===== src/rtl/adder_arbiter_pkg.sv =====
// Shared types and helpers for the adder arbiter.
//   state_t    : arbiter FSM states
//   id_width() : width of a requester index for a given requester count
//   rr_select(): round-robin winner search starting after the last grant
package adder_arbiter_pkg;

    localparam int unsigned MAX_REQ = 16;
    localparam int unsigned RR_W    = 4;

    typedef enum logic [0:0] {
        ST_IDLE = 1'b0,
        ST_BUSY = 1'b1
    } state_t;

    function automatic int unsigned id_width(input int unsigned n);
        return (n > 1) ? $clog2(n) : 1;
    endfunction

    // Lowest offset from (last + 1) mod n with a pending request wins.
    function automatic logic [RR_W-1:0] rr_select(input logic [MAX_REQ-1:0] req,
                                                  input logic [RR_W-1:0]    last,
                                                  input int unsigned        n);
        logic [RR_W-1:0] sel;
        logic [RR_W-1:0] idx;
        logic            found;
        sel   = '0;
        found = 1'b0;
        for (int unsigned off = 0; off < MAX_REQ; off++) begin
            if (!found && off < n) begin
                idx = RR_W'((32'(last) + off + 32'd1) % n);
                if (req[idx]) begin
                    sel   = idx;
                    found = 1'b1;
                end
            end
        end
        return sel;
    endfunction

endpackage


===== src/rtl/adder_arbiter_if.sv =====
// Requester-side bus of the adder arbiter.
//   i_req/i_A/i_B : per-requester request level and operands
//   o_gnt/o_done  : one-hot grant and completion pulses
//   o_C/o_id      : shared result and the requester owning it
//   o_busy        : operation in flight
interface adder_arbiter_if #(
    parameter int unsigned g_data_width = 8,
    parameter int unsigned g_num_req    = 4
);
    import adder_arbiter_pkg::*;

    localparam int unsigned ID_W = id_width(g_num_req);

    logic [g_num_req-1:0]                   i_req;
    logic [g_num_req-1:0][g_data_width-1:0] i_A;
    logic [g_num_req-1:0][g_data_width-1:0] i_B;
    logic [g_num_req-1:0]                   o_gnt;
    logic [g_num_req-1:0]                   o_done;
    logic [g_data_width:0]                  o_C;
    logic [ID_W-1:0]                        o_id;
    logic                                   o_busy;

    modport master (
        output i_req, i_A, i_B,
        input  o_gnt, o_done, o_C, o_id, o_busy
    );

    modport slave (
        input  i_req, i_A, i_B,
        output o_gnt, o_done, o_C, o_id, o_busy
    );
endinterface


===== src/rtl/adder_arbiter_adder.sv =====
// Single-cycle registered unsigned adder shared by all requesters.
//   i_valid/i_A/i_B : operands, sampled when i_valid is high
//   o_valid/o_C     : result pulse one cycle later; o_C holds between results
module adder_arbiter_adder #(
    parameter int unsigned g_data_width = 8
) (
    input  logic                    i_clk,
    input  logic                    i_rst,
    input  logic                    i_valid,
    input  logic [g_data_width-1:0] i_A,
    input  logic [g_data_width-1:0] i_B,
    output logic                    o_valid,
    output logic [g_data_width:0]   o_C
);

    // Zero-extend both operands so the carry lands in the MSB.
    always_ff @(posedge i_clk) begin
        if (i_rst) begin
            o_valid <= 1'b0;
            o_C     <= '0;
        end else begin
            o_valid <= i_valid;
            if (i_valid) begin
                o_C <= {1'b0, i_A} + {1'b0, i_B};
            end
        end
    end

endmodule


===== src/rtl/adder_arbiter.sv =====
// Round-robin arbiter in front of one shared adder.
//   i_clk, i_rst : clock and synchronous active-high reset
//   bus          : requester bus (requests, operands, grant/done, result, id, busy)
module adder_arbiter
    import adder_arbiter_pkg::*;
#(
    parameter int unsigned g_data_width = 8,
    parameter int unsigned g_num_req    = 4
) (
    input  logic            i_clk,
    input  logic            i_rst,
    adder_arbiter_if.slave  bus
);

    localparam int unsigned ID_W = id_width(g_num_req);

    state_t                  state_q, state_d;
    logic [ID_W-1:0]         last_q, last_d;
    logic [ID_W-1:0]         cur_q, cur_d;
    logic [ID_W-1:0]         id_q, id_d;
    logic [ID_W-1:0]         sel;
    logic [g_data_width-1:0] op_a_q, op_a_d;
    logic [g_data_width-1:0] op_b_q, op_b_d;
    logic [g_num_req-1:0]    gnt_q, gnt_d;
    logic [g_num_req-1:0]    done_c;
    logic                    add_valid_q, add_valid_d;
    logic                    add_o_valid;
    logic [g_data_width:0]   add_c;

    assign sel = ID_W'(rr_select(MAX_REQ'(bus.i_req), RR_W'(last_q), g_num_req));

    // State and registered outputs.
    always_ff @(posedge i_clk) begin
        if (i_rst) begin
            state_q     <= ST_IDLE;
            last_q      <= ID_W'(g_num_req - 1);
            cur_q       <= '0;
            id_q        <= '0;
            op_a_q      <= '0;
            op_b_q      <= '0;
            gnt_q       <= '0;
            add_valid_q <= 1'b0;
        end else begin
            state_q     <= state_d;
            last_q      <= last_d;
            cur_q       <= cur_d;
            id_q        <= id_d;
            op_a_q      <= op_a_d;
            op_b_q      <= op_b_d;
            gnt_q       <= gnt_d;
            add_valid_q <= add_valid_d;
        end
    end

    // Next-state logic; completion is keyed on the adder's o_valid.
    always_comb begin
        state_d     = state_q;
        last_d      = last_q;
        cur_d       = cur_q;
        id_d        = id_q;
        op_a_d      = op_a_q;
        op_b_d      = op_b_q;
        gnt_d       = '0;
        add_valid_d = 1'b0;
        done_c      = '0;

        // o_id moves together with the adder's result register.
        if (add_valid_q) begin
            id_d = cur_q;
        end

        case (state_q)
            ST_IDLE: begin
                if (|bus.i_req) begin
                    state_d     = ST_BUSY;
                    last_d      = sel;
                    cur_d       = sel;
                    op_a_d      = bus.i_A[sel];
                    op_b_d      = bus.i_B[sel];
                    gnt_d       = g_num_req'(1) << sel;
                    add_valid_d = 1'b1;
                end
            end
            ST_BUSY: begin
                if (add_o_valid) begin
                    done_c  = g_num_req'(1) << cur_q;
                    state_d = ST_IDLE;
                end
            end
            default: state_d = ST_IDLE;
        endcase
    end

    adder_arbiter_adder #(
        .g_data_width (g_data_width)
    ) u_adder (
        .i_clk   (i_clk),
        .i_rst   (i_rst),
        .i_valid (add_valid_q),
        .i_A     (op_a_q),
        .i_B     (op_b_q),
        .o_valid (add_o_valid),
        .o_C     (add_c)
    );

    assign bus.o_gnt  = gnt_q;
    assign bus.o_done = done_c;
    assign bus.o_C    = add_c;
    assign bus.o_id   = id_q;
    assign bus.o_busy = (state_q == ST_BUSY);

endmodule


===== src/flat_wrapper.sv =====
// flat-port wrapper written by rule: the top's interface ports become plain ports
module adder_arbiter_flat import adder_arbiter_pkg::*;
#(
    parameter int unsigned g_data_width = 8,
    parameter int unsigned g_num_req    = 4
)
  (i_clk, i_rst, bus_i_req, bus_i_A, bus_i_B, bus_o_gnt, bus_o_done, bus_o_C, bus_o_id, bus_o_busy);
  adder_arbiter_if #(.g_data_width(g_data_width), .g_num_req(g_num_req)) bus_i ();
  input  logic i_clk;
  input  logic i_rst;
  input wire logic [$bits(bus_i.i_req)-1:0] bus_i_req;
  input wire logic [$bits(bus_i.i_A)-1:0] bus_i_A;
  input wire logic [$bits(bus_i.i_B)-1:0] bus_i_B;
  output wire logic [$bits(bus_i.o_gnt)-1:0] bus_o_gnt;
  output wire logic [$bits(bus_i.o_done)-1:0] bus_o_done;
  output wire logic [$bits(bus_i.o_C)-1:0] bus_o_C;
  output wire logic [$bits(bus_i.o_id)-1:0] bus_o_id;
  output wire logic [$bits(bus_i.o_busy)-1:0] bus_o_busy;
  assign bus_i.i_req = bus_i_req;
  assign bus_i.i_A = bus_i_A;
  assign bus_i.i_B = bus_i_B;
  assign bus_o_gnt = bus_i.o_gnt;
  assign bus_o_done = bus_i.o_done;
  assign bus_o_C = bus_i.o_C;
  assign bus_o_id = bus_i.o_id;
  assign bus_o_busy = bus_i.o_busy;
  adder_arbiter #(.g_data_width(g_data_width), .g_num_req(g_num_req)) u_core (.i_clk(i_clk), .i_rst(i_rst), .bus(bus_i));
endmodule

===== config.mk =====
export PLATFORM = sky130hd
export DESIGN_NAME = adder_arbiter_flat
export DESIGN_NICKNAME = d
export VERILOG_FILES = /design/src/rtl/adder_arbiter_pkg.sv /design/src/rtl/adder_arbiter_if.sv /design/src/rtl/adder_arbiter_adder.sv /design/src/rtl/adder_arbiter.sv /design/src/flat_wrapper.sv
export SDC_FILE = /design/constraint.sdc
export NUM_CORES = 1
export LEC_CHECK = 0
export ABC_AREA = 1
export CORE_UTILIZATION = 50
export CTS_CLUSTER_DIAMETER = 50
export DETAILED_ROUTE_END_ITERATION = 10
export PLACE_DENSITY = 0.9
export SKIP_CTS_REPAIR_TIMING = 1
export SKIP_LAST_GASP = 1
export SYNTH_ARGS = -nofsm -noshare
export SYNTH_HDL_FRONTEND = slang
export SYNTH_SLANG_ARGS = --single-unit
export TNS_END_PERCENT = 50

===== constraint.sdc =====
create_clock -name i_clk -period 3.65 [get_ports i_clk]
set_clock_uncertainty 0.05 [all_clocks]
set_input_delay 0.73 -clock i_clk [delete_from_list [all_inputs] [get_ports i_clk]]
set_output_delay 0.73 -clock i_clk [all_outputs]
set_load 0.02 [all_outputs]

After elaboration in Yosys (flattened, before gate mapping)
Cells that the tools add are included.
{"block": "word_totals", "regBits": 38, "input_bits": 70, "output_inout_bits": 20}
{"block": "op_classes", "shift": 2, "order_cmp": 5, "n_reduce_logical": 4, "muxes": 29, "bitwise_logic": 2, "addsub": 7}
{"op": "$bmux W8 S2", "count": 2}
{"op": "$lt A2 B5 Y1 const B", "count": 4}
{"op": "$mux W8", "count": 2}
{"op": "$mux W2", "count": 7}
{"op": "$mux W1", "count": 11}
{"op": "$add A8 B8 Y9", "count": 1}
{"op": "$add A2 B1 Y2 const B", "count": 4}
{"op": "$bmux W1 S2", "count": 4}
{"op": "$mux W4", "count": 2}
{"op": "$shl A1 B2 Y4 const A", "count": 2}
{"op": "$add A2 B2 Y2 const B", "count": 2}
{"op": "$reduce_or A4 Y1", "count": 1}
{"op": "$lt A2 B3 Y1 const B", "count": 1}
{"op": "$reduce_or A3 Y1", "count": 1}
{"op": "$not A1 Y1", "count": 2}
{"op": "$pmux W1 S2", "count": 1}
{"op": "$reduce_and A2 Y1", "count": 1}
{"op": "$reduce_or A2 Y1", "count": 1}

Longest topological paths before layout
Gate-level depths: netlist of the first run.
{"block": "logic_depth", "depth_word": 12, "depth_mapped": 16, "mapped_depth_nobuf": 14}

Hierarchy
A second synthesis of the first run with hierarchy kept.
{"block": "hier_totals", "hier_cells": 442, "area_unflattened_um2": 2718.9}
{"mod": "adder_arbiter", "instances": 1, "area_each_um2": 1979.4, "seq_area_each_um2": 560.5, "cells_per_inst": 343}
{"mod": "adder_arbiter_adder", "instances": 1, "area_each_um2": 739.5, "seq_area_each_um2": 200.2, "cells_per_inst": 99}

Least setup slack after synthesis of the first run
Ideal clock, no wire load.
{"block": "synth_path", "path_kind": "in2reg", "from": "in bus_i_req[3]", "to": "reg u_core.op_a_q[0]", "path_slack_ps": 1639, "cell_stages": 14, "arrival_ps": 1852, "n_path_buf": 1, "required_time_ps": 3491, "cell_sequence": "inv_1 -> nand2_1 -> nand3_1 -> nand2_1 -> inv_1 -> nand2_1 -> nand4_2 -> nand2_4 -> buf_4 -> nand2_1 -> nand3_1 -> nand3_1 -> nand2_1 -> inv_1"}
{"block": "synth_between", "elab_chain_len": 11, "elab_cells_between_ends": 24, "classes_between": "22 x mux; 2 x reduce/logical"}
{"element": "start, declared", "line": "flat_wrapper.sv:11", "text": "input wire logic [$bits(bus_i.i_req)-1:0] bus_i_req;"}
{"element": "$bmux W1 S2", "line": "adder_arbiter_pkg.sv:31", "text": "if (req[idx]) begin"}
{"element": "$mux W1 (implied by the code)", "line": "adder_arbiter_pkg.sv:31"}
{"element": "$mux W2 (2 in series)", "line": "adder_arbiter_pkg.sv:31"}
{"element": "$mux W2", "line": "adder_arbiter_pkg.sv:29", "text": "if (!found && off < n) begin"}
{"element": "$mux W2", "line": "adder_arbiter_pkg.sv:31"}
{"element": "$mux W2", "line": "adder_arbiter_pkg.sv:29"}
{"element": "$mux W2", "line": "adder_arbiter_pkg.sv:31"}
{"element": "$mux W2", "line": "adder_arbiter_pkg.sv:29"}
{"element": "$bmux W8 S2", "line": "adder_arbiter.sv:78", "text": "op_a_d = bus.i_A[sel];"}
{"element": "$mux W8 (implied by the code)", "line": "adder_arbiter.sv:78"}
{"element": "end signal, assigned", "line": "adder_arbiter.sv:48", "text": "op_a_q <= op_a_d;"}
{"element": "end, declared", "line": "adder_arbiter.sv:22", "text": "logic [g_data_width-1:0] op_a_q, op_a_d;"}
Several ways; a longest one is shown, not always the timed one. The select of a mux whose other input is x is not followed.
A chain may end at the register's enable or synchronous reset.

Worst setup path in the final report of the first run
{"block": "layout_path", "from": "in bus_i_req[3]", "to": "reg u_core.op_a_q[7]"}
Same word-level chain as after synthesis.

==> results of run 1 <==
-- through the flow --
stage	area, µm²	power [µW]	utilization	std cells	setup slack (ns)
3_3_place_gp	3630	2040	0.698	604	0.909
5_1_grt	3730	2620	0.717	612	0.962
3_5_place_dp	3630	2080	0.698	604	0.830
4_1_cts	3730	2380	0.717	612	1.14
6_report	3730	2380	0.717	612	1.11
2_1_floorplan	2740	1800	-	460	1.64
-- state kept, by name, indices dropped and copies added (netlist names) --
name	flops
u_core.last_q	2
u_core.op_b_q	8
u_core.op_a_q	8
u_core.u_adder.o_C	9
u_core.cur_q	2
u_core.add_valid_q	1
u_core.bus.o_gnt	4
u_core.bus.o_busy	1
u_core.bus.o_id	2
u_core.u_adder.o_valid	1
-- final timing paths --
check	cells after the start	end	from	slack, ns
setup / recovery	15	u_core.op_a_q[7]$_SDFFE_PP0P_	bus_i_req[3]	1.11
setup reg to reg	14	u_core.op_a_q[7]$_SDFFE_PP0P_	u_core.last_q[0]$_SDFFE_PP1P_	1.41
hold reg to reg	2	u_core.u_adder.o_C[6]$_SDFFE_PP0P_	u_core.u_adder.o_C[6]$_SDFFE_PP0P_	0.46
hold / removal	2	u_core.u_adder.o_C[6]$_SDFFE_PP0P_	u_core.u_adder.o_C[6]$_SDFFE_PP0P_	0.46
-- power by group --
| group | total (µW) | switching (µW) | internal [µW] | leakage (µW) |
|---|---|---|---|---|
| logic | 1490 | 935 | 553 | 0.00168 |
| clock network | 295 | 144 | 152 | 0.0000472 |
| registers | 601 | 80.5 | 520 | 0.000314 |
| total | 2380 | 1160 | 1230 | 0.00204 |
-- cell usage in the layout, fill, tap and decap left out, types with 2 or more instances in the layout --
| cell type | instances |
|---|---|
| inv_1 | 106 |
| nand2_1 | 93 |
| clkdlybuf4s50_1 | 89 |
| nand3_1 | 87 |
| nor2_1 | 53 |
| dfxtp_1 | 38 |
| o21ai_0 | 15 |
| a21oi_1 | 8 |
| ha_1 | 8 |
| clkbuf_8 | 6 |
| nor3_1 | 5 |
| xor2_1 | 4 |
| nand2_2 | 3 |
| buf_4 | 3 |
| nand4_1 | 2 |
| o211ai_1 | 2 |
| inv_2 | 2 |
| nand2_4 | 2 |
| nor2_4 | 2 |
-- worst max-delay path: stages --
cell,delay (ns)
clkdlybuf4s50_1,0.48
inv_1,0.07
nand2_1,0.08
nand3_1,0.11
nand2_1,0.15
inv_1,0.05
nand2_1,0.08
nand2_1,0.07
nand2_2,0.09
buf_4,0.31
nand3_1,0.12
nand3_1,0.10
nand3_1,0.11
nand2_1,0.09
inv_1,0.04
-- kinds of logic (layout without fill, tap and decap cells) --
group,after synthesis,in the layout,synth area share
compound gates,31,31,0.0671
xor+xnor,4,4,0.0128
fa+ha+maj,9,9,0.0438
buf+inv,127,209,0.191
flops,38,38,0.278
simple gates,251,251,0.408
-- per-layer routing --
layer / wire [µm] / share of wire
met5: 0 / 0
met4: 62 / 0.0096
met2: 3170 / 0.49
met1: 2850 / 0.44
met3: 347 / 0.054
-- final cells by class --
class / instances / share of cell area
timing repair buffer: 92 / 0.245
inverter: 109 / 0.111
clock inverter: 2 / 0.00335
clock buffer: 6 / 0.0221
multi-input combinational: 295 / 0.391
sequential: 38 / 0.204
tap: 70 / 0.0235
==> impl_metrics.toml, run 1 <==
[clock_network]
cts_buffers = 5
clock-sinks = 38
cts_tree = "done"
cts_root_buf = "clkbuf_8"
cts_buffer_depth = 2
cts.clk_slew.worst_paths_ns = 0.07
htree_levels = 2
insertion_delay_ns = 0.29

[setup_path]
endpoint_kind = "register"
critPathKind = "in -> reg"
required_ns = 3.79
cp_data_arrival_time_ns = 2.68
cp-start-kind = "input port"
cp_max_fo = 32

[grt]
met3_usage = 0.0335
grtUsageMet2 = 0.431
grt_max_degree = 37
grt-ovfl-total = 0
top_usage_layer = "met2"
track_usage = 0.232
gr-usage-met1 = 0.268
antenna_found_initial = 0
first_global_vias = 2804
grt_pass1_wl_mm = 11.3

[timing]
fin_tns_setup_ns = 0
max_freq_mhz = 394
worstMarginPinSlew_ns = 0.856
relSlewSlack = 0.428
hold_violations = 0
period_needed_ns = 2.54
finalSetupViolations = 0
whs_ns = 0.458
rsz0062_at_grt = "false"
slew_viol_final = 0
min_period_over_period = 0.695

[yosys]
ys_top_cells_by_count = "inv_1, nand2_1, nand3_1"
synthArstFlopShare = 0
synth.largest_area_cell = "dfxtp_1"
yosysUniqueCellTypes = 31
synth_nets = 539
synth_edf_count = 0
yosysTopAreaCellShare = 0.278
yosysMostFrequentCell = "inv_1"
synth-seq-cells = 38
synthCells = 460
ys_top_cells_by_area = "dfxtp_1, nand3_1, inv_1"
ys_warn_count = 0
syn_area_um2 = 2740
avgSynthCellArea_um2 = 5.96
synthFlopType = "dfxtp_1"
ys_seq_area_frac = 0.278

[final_layout]
regArea_um2 = 761
antenna-diode-count = 0
n_fill_cell = 441
nets = 620
multi_input_area_um2 = 1460
syn_to_final_growth_pct = 36.1
drive_gt1_frac = 0.0461

[floorplan]
rows = 26
die_y_um = 76.0
die_w_um = 76.0
core_um2 = 5200
initial_core_util = 0.526
io_pins = 90
die_area_um2 = 5780

[drt]
vias = 2983
drc = 0
via_per_inst = 4.87
routedWlPerCell_um = 10.5
wirelength_mm = 6.43
first_iter_violations = 125
ant_nets = 0
dr.pass1.iters = 4

[power]
power.density_nw_per_um2 = 639
vdd_drop_max_v = 0.000364
p_leak_uw = 0.00204

[status]
run_status = "complete, no violations"

[placed_design]
io_buffers = 89
gp_congestion = 0.820
place_hpwl_mm = 5.01

[run]
drv_cap = 0

[worst_hold_path]
hold_class = "reg -> reg"
(Power assumes the default switching activity.)
==> run 2, diff against run 1 <==
CORE_UTILIZATION = 42   (was 50)
PLACE_DENSITY = 0.81   (was 0.9)
clock period = 2.2 ns   (was 3.65 ns; I/O delays follow)
==> run 2 against run 1 <==
Effect of this change:
- routed wire length rose by 10%
- sequential cell count unchanged
- sequential share of layout area down 1.1 points
- hold slack worse by 0.017 ns
- setup slack worse by 1.0 ns
- register-to-register slack worse by 1.2 ns
- clock power rose by 68%
- global-route usage decreased by 1.4 points
- sequential power rose by 66%
- critical path depth shrank 12
- design area increased by 5.7%
==> impl_metrics.toml, run 2 (synthesis gave the netlist of run 1 again) <==
[power]
p_leak_uw = 0.00218
netSwitchingFraction = 0.467
seqPwrFrac = 0.226
p_int_uw = 2350
combPwrFrac = 0.661
p_sw_uw = 2060
fin_total_pwr_uw = 4410
power_frac_clock = 0.112
power.density_nw_per_um2 = 1120
vdd_drop_max_v = 0.000890

[clock_network]
insertion_delay_ns = 0.29
cts_buffers = 5
cts_buffer_depth = 2
clock-sinks = 38
cts_tree = "done"
cts_root_buf = "clkbuf_8"
htree_levels = 2
cts.clk_slew.worst_paths_ns = 0.07

[final_layout]
syn_to_final_growth_pct = 43.8
reg_top3 = "u_core.u_adder.o_C x9, u_core.op_a_q x8, u_core.op_b_q x8"
largest_reg_flops = 9
antenna-diode-count = 0
fin_util = 0.624
top_register = "u_core.u_adder.o_C"
nets = 633
drive_gt1_frac = 0.0757
final_cell_mix = "inv_1, nand2_1, nand3_1, clkdlybuf4s50_1, nor2_1"
final_common_cell = "inv_1"

[setup_path]
cp_max_fo = 5
critPathKind = "reg -> out"
worst-path-buf-inv = 1
worst_r2r_startpoint = "u_core.op_b_q[0]$_SDFFE_PP0P_"
critPathSlowestCell = "clkdlybuf4s50_1"
cp_data_arrival_time_ns = 1.63
rrSetupSlack_ns = 0.21
critPathCapture = "bus_o_done[1]"
critical_path.top_delay_family = "buffers and inverters"
critical_path.startpoint = "u_core.bus.o_busy$_SDFF_PP0_"
worstReg2RegEnd = "u_core.u_adder.o_C[6]$_SDFFE_PP0P_"
cp-start-kind = "register"
worstPathCellList = "nand2_1 > nor3_1 > clkdlybuf4s50_1"
critical_path_cell_count = 3
critical_path.max_stage_delay_ns = 0.63
reg2regPathDepth = 10
required_ns = 1.71
endpoint_kind = "primary output"

[drt]
ant_nets = 0
first_iter_violations = 155
vias = 3028
dr_wl_met3_um = 354
via_per_inst = 4.79
maxUsedRoutingLayer = "met4"
drc = 0
wirelength_mm = 7.08
routedWlPerCell_um = 11.2
dr.pass1.iters = 4
route.met2.wl_mm = 3.54
met1_length_mm = 3.07

[grt]
grt_pass1_wl_mm = 11.7
first_global_vias = 2810
track_usage = 0.218
grt-ovfl-total = 0
antenna_found_initial = 0
grt_max_degree = 33

[floorplan]
die_area_um2 = 6850
die_w_um = 82.8
io_pins = 90
die_y_um = 82.8
core_um2 = 6310
rows = 29
initial_core_util = 0.434

[timing]
rsz0062_at_grt = "true"
finalSetupViolations = 0
hold_violations = 0
relSlewSlack = 0.713
worstMarginPinSlew_ns = 0.430
min_period_over_period = 0.962
slew_viol_final = 0
period_needed_ns = 2.12
max_freq_mhz = 472

[worst_hold_path]
hold_class = "reg -> reg"
min_from = "u_core.u_adder.o_C[6]$_SDFFE_PP0P_"

[placed_design]
place_hpwl_mm = 5.49
gp_congestion = 0.923
io_buffers = 89

[status]
run_status = "complete, no violations"

[run]
drv_cap = 0
run 2: per-stage QoR:
stage          instances  TNS, ns  area [µm²]  hold slack [ns]  setup slack [ns]
2_1_floorplan        460        0        2740            0.444             0.412
3_3_place_gp         623    -1.59        3800            0.413            -0.134
3_5_place_dp         623    -2.26        3800            0.425            -0.165
4_1_cts              631        0        3890            0.442            0.0369
5_1_grt              632   -0.101        3940            0.467           -0.0326
6_report             632        0        3940            0.441            0.0830
run 2: metal layers:
metal | track usage | up-vias
met5 | 0 | -
met4 | 0.0672 | 0
met3 | 0.0393 | 13
met2 | 0.398 | 108
met1 | 0.255 | 1316
li1 | - | 1591
run 2: worst min-delay path by stage:
stage,endpoint,cells after the start
after detailed placement,u_core.u_adder.o_C[6]$_SDFFE_PP0P_,2
after global placement,u_core.u_adder.o_C[6]$_SDFFE_PP0P_,2
after floorplan,u_core.bus.o_id[1]$_SDFFE_PP0P_,2
after global routing,u_core.u_adder.o_C[0]$_SDFFE_PP0P_,2
final,u_core.u_adder.o_C[6]$_SDFFE_PP0P_,2
after CTS,u_core.u_adder.o_C[6]$_SDFFE_PP0P_,2
run 2: worst reg2reg max path, stage by stage (launching register included):
cell,delay (ns)
dfxtp_1,0.32
ha_1,0.22
fa_1,0.41
nand3_1,0.10
nand3_1,0.11
a21oi_1,0.16
o21bai_1,0.09
and2_1,0.15
o21ai_0,0.17
o211ai_1,0.11
inv_1,0.06
run 2: final cells by class:
type | count | area (µm²)
well taps | 77 | 96.3
flip-flops and latches | 38 | 762
multi-input cells | 295 | 1480
inverters | 109 | 414
repair buffers | 105 | 1100
fillers | 574 | 2370
clock inverters | 2 | 12.5
clock buffers | 6 | 82.6
run 2: power by group through the flow:
stage | sequential [µW] | clock, µW | combinational, µW
2_1_floorplan | 1020 | 0 | 1970
3_3_place_gp | 1010 | 0 | 2710
3_5_place_dp | 1010 | 0 | 2790
4_1_cts | 998 | 505 | 2820
5_1_grt | 1020 | 544 | 3240
6_report | 998 | 496 | 2920
==> run 3, diff against run 2 <==
GPL_ROUTABILITY_DRIVEN = 0   (was default)
==> run 3 against run 2 <==
Effect of this change:
- final cell count decreased by 0.16%
- sequential cell count unchanged
- non-clock buffer count unchanged
- utilization is 0.079 points higher
- design area is 0.13% higher
- register-to-register slack improved by 0.03 ns
- fmax rose by 0.57%
- highest routed layer unchanged
==> impl_metrics.toml, run 3 (synthesis gave the netlist of run 1 again) <==
[drt]
drc = 0
first_iter_violations = 170
wirelength_mm = 6.98
vias = 3023
routedWlPerCell_um = 11.1
ant_nets = 0
via_per_inst = 4.79
dr.pass1.iters = 4

[timing]
min_period_over_period = 0.957
rsz0062_at_grt = "true"
hold_violations = 0
postLayoutSetupSlackWorst_ns = 0.0951
worstMarginPinSlew_ns = 0.452
slew_viol_final = 0
relSlewSlack = 0.698
finalSetupViolations = 0
max_freq_mhz = 475
period_needed_ns = 2.10
fin_tns_setup_ns = 0

[placed_design]
post_dp_cell_area_um2 = 3780
io_buffers = 89
place_hpwl_mm = 5.38
dpl_worst_slack_ns = -0.208
post-place-cells = 623

[grt]
track_usage = 0.217
grt_max_degree = 33
antenna_found_initial = 0
grt_pass1_wl_mm = 11.6
grt-ovfl-total = 0
first_global_vias = 2789

[floorplan]
io_pins = 90
rows = 29
die_area_um2 = 6850
core_um2 = 6310
die_w_um = 82.8
initial_core_util = 0.434
die_y_um = 82.8

[run]
drv_cap = 0

[power]
power.density_nw_per_um2 = 1140
vdd_drop_max_v = 0.000798
p_leak_uw = 0.00215

[final_layout]
largest_reg_flops = 9
antenna-diode-count = 0
reg_top3 = "u_core.u_adder.o_C x9, u_core.op_a_q x8, u_core.op_b_q x8"
drive_gt1_frac = 0.0740
n_fill_cell = 579
final_cell_mix = "inv_1, nand2_1, clkdlybuf4s50_1"
instances_no_fill = 631
nets = 633
design_area_um2 = 3950
syn_to_final_growth_pct = 44.0
top_register = "u_core.u_adder.o_C"
final_common_cell = "inv_1"

[clock_network]
cts_buffer_depth = 2
htree_levels = 2
cts.clk_slew.worst_paths_ns = 0.07
cts_tree = "done"
cts_root_buf = "clkbuf_8"
insertion_delay_ns = 0.29
clock-sinks = 38
cts_buffers = 5

[setup_path]
critical_path.max_stage_delay_ns = 0.63
critPathKind = "reg -> out"
cp_max_fo = 5
required_ns = 1.71
cp_data_arrival_time_ns = 1.61
critPathSlowestCell = "clkdlybuf4s50_1"
endpoint_kind = "primary output"
cp-start-kind = "register"
worstPathCellList = "nand2_1 > nor3_1 > clkdlybuf4s50_1"

[status]
run_status = "complete, no violations"

[worst_hold_path]
hold_class = "reg -> reg"
## run 3: cell types whose count changed in the layout (fill, tap and decap cells not counted)
cell	change
buf_12	-1
nand3_1	-1
bufinv_16	+1
clkdlybuf4s50_1	+2
inv_1	+1
buf_4	+1
clkinv_2	-1
inv_2	-1
nand3_2	+1
clkinvlp_4	-1
dlymetal6s2s_1	-2
## run 3: cell type report
class / instances / area, µm² / share of cell area
clock buffers: 6 / 82.6 / 0.0209
clock inverters: 1 / 30.0 / 0.00761
inverters: 109 / 414 / 0.105
multi-input cells: 295 / 1480 / 0.376
flip-flops and latches: 38 / 762 / 0.193
well taps: 77 / 96.3 / 0.0244
repair buffers: 105 / 1080 / 0.273
## run 3: final timing paths
kind / end / startpoint / slack [ns] / cells past startpoint
hold reg to reg: u_core.u_adder.o_C[6]$_SDFFE_PP0P_ / u_core.u_adder.o_C[6]$_SDFFE_PP0P_ / 0.45 / 2
hold / removal: u_core.u_adder.o_C[6]$_SDFFE_PP0P_ / u_core.u_adder.o_C[6]$_SDFFE_PP0P_ / 0.45 / 2
setup / recovery: bus_o_done[1] / u_core.bus.o_busy$_SDFF_PP0_ / 0.1 / 3
setup reg to reg: u_core.u_adder.o_C[6]$_SDFFE_PP0P_ / u_core.op_b_q[0]$_SDFFE_PP0P_ / 0.24 / 10
## run 3: where the power goes
part,leakage [µW],switching [µW],internal (µW)
combinational,0.00178,1670,1230
sequential,0.000314,138,865
clock,0.0000573,241,363
## run 3: per-stage QoR
| stage | power [µW] | util | hold WS [ns] |
|---|---|---|---|
| 2_1_floorplan | 2990 | - | 0.444 |
| 3_3_place_gp | 3710 | 0.599 | 0.412 |
| 3_5_place_dp | 3800 | 0.599 | 0.440 |
| 4_1_cts | 4420 | 0.617 | 0.457 |
| 5_1_grt | 4910 | 0.625 | 0.493 |
| 6_report | 4500 | 0.625 | 0.453 |
## run 3: worst max-delay path, delay by kind of cell (launching register included)
family / cells / cell delay, ns
simple gates: 2 / 0.30
flops: 1 / 0.39
buf+inv: 1 / 0.63
## run 3: metal layers
layer | track usage | vias up | share of wire
met2 | 0.387 | 105 | 0.48
li1 | - | 1592 | -
met1 | 0.258 | 1310 | 0.45
met4 | 0.0862 | 0 | 0.022
met5 | 0 | - | 0
met3 | 0.0339 | 16 | 0.052
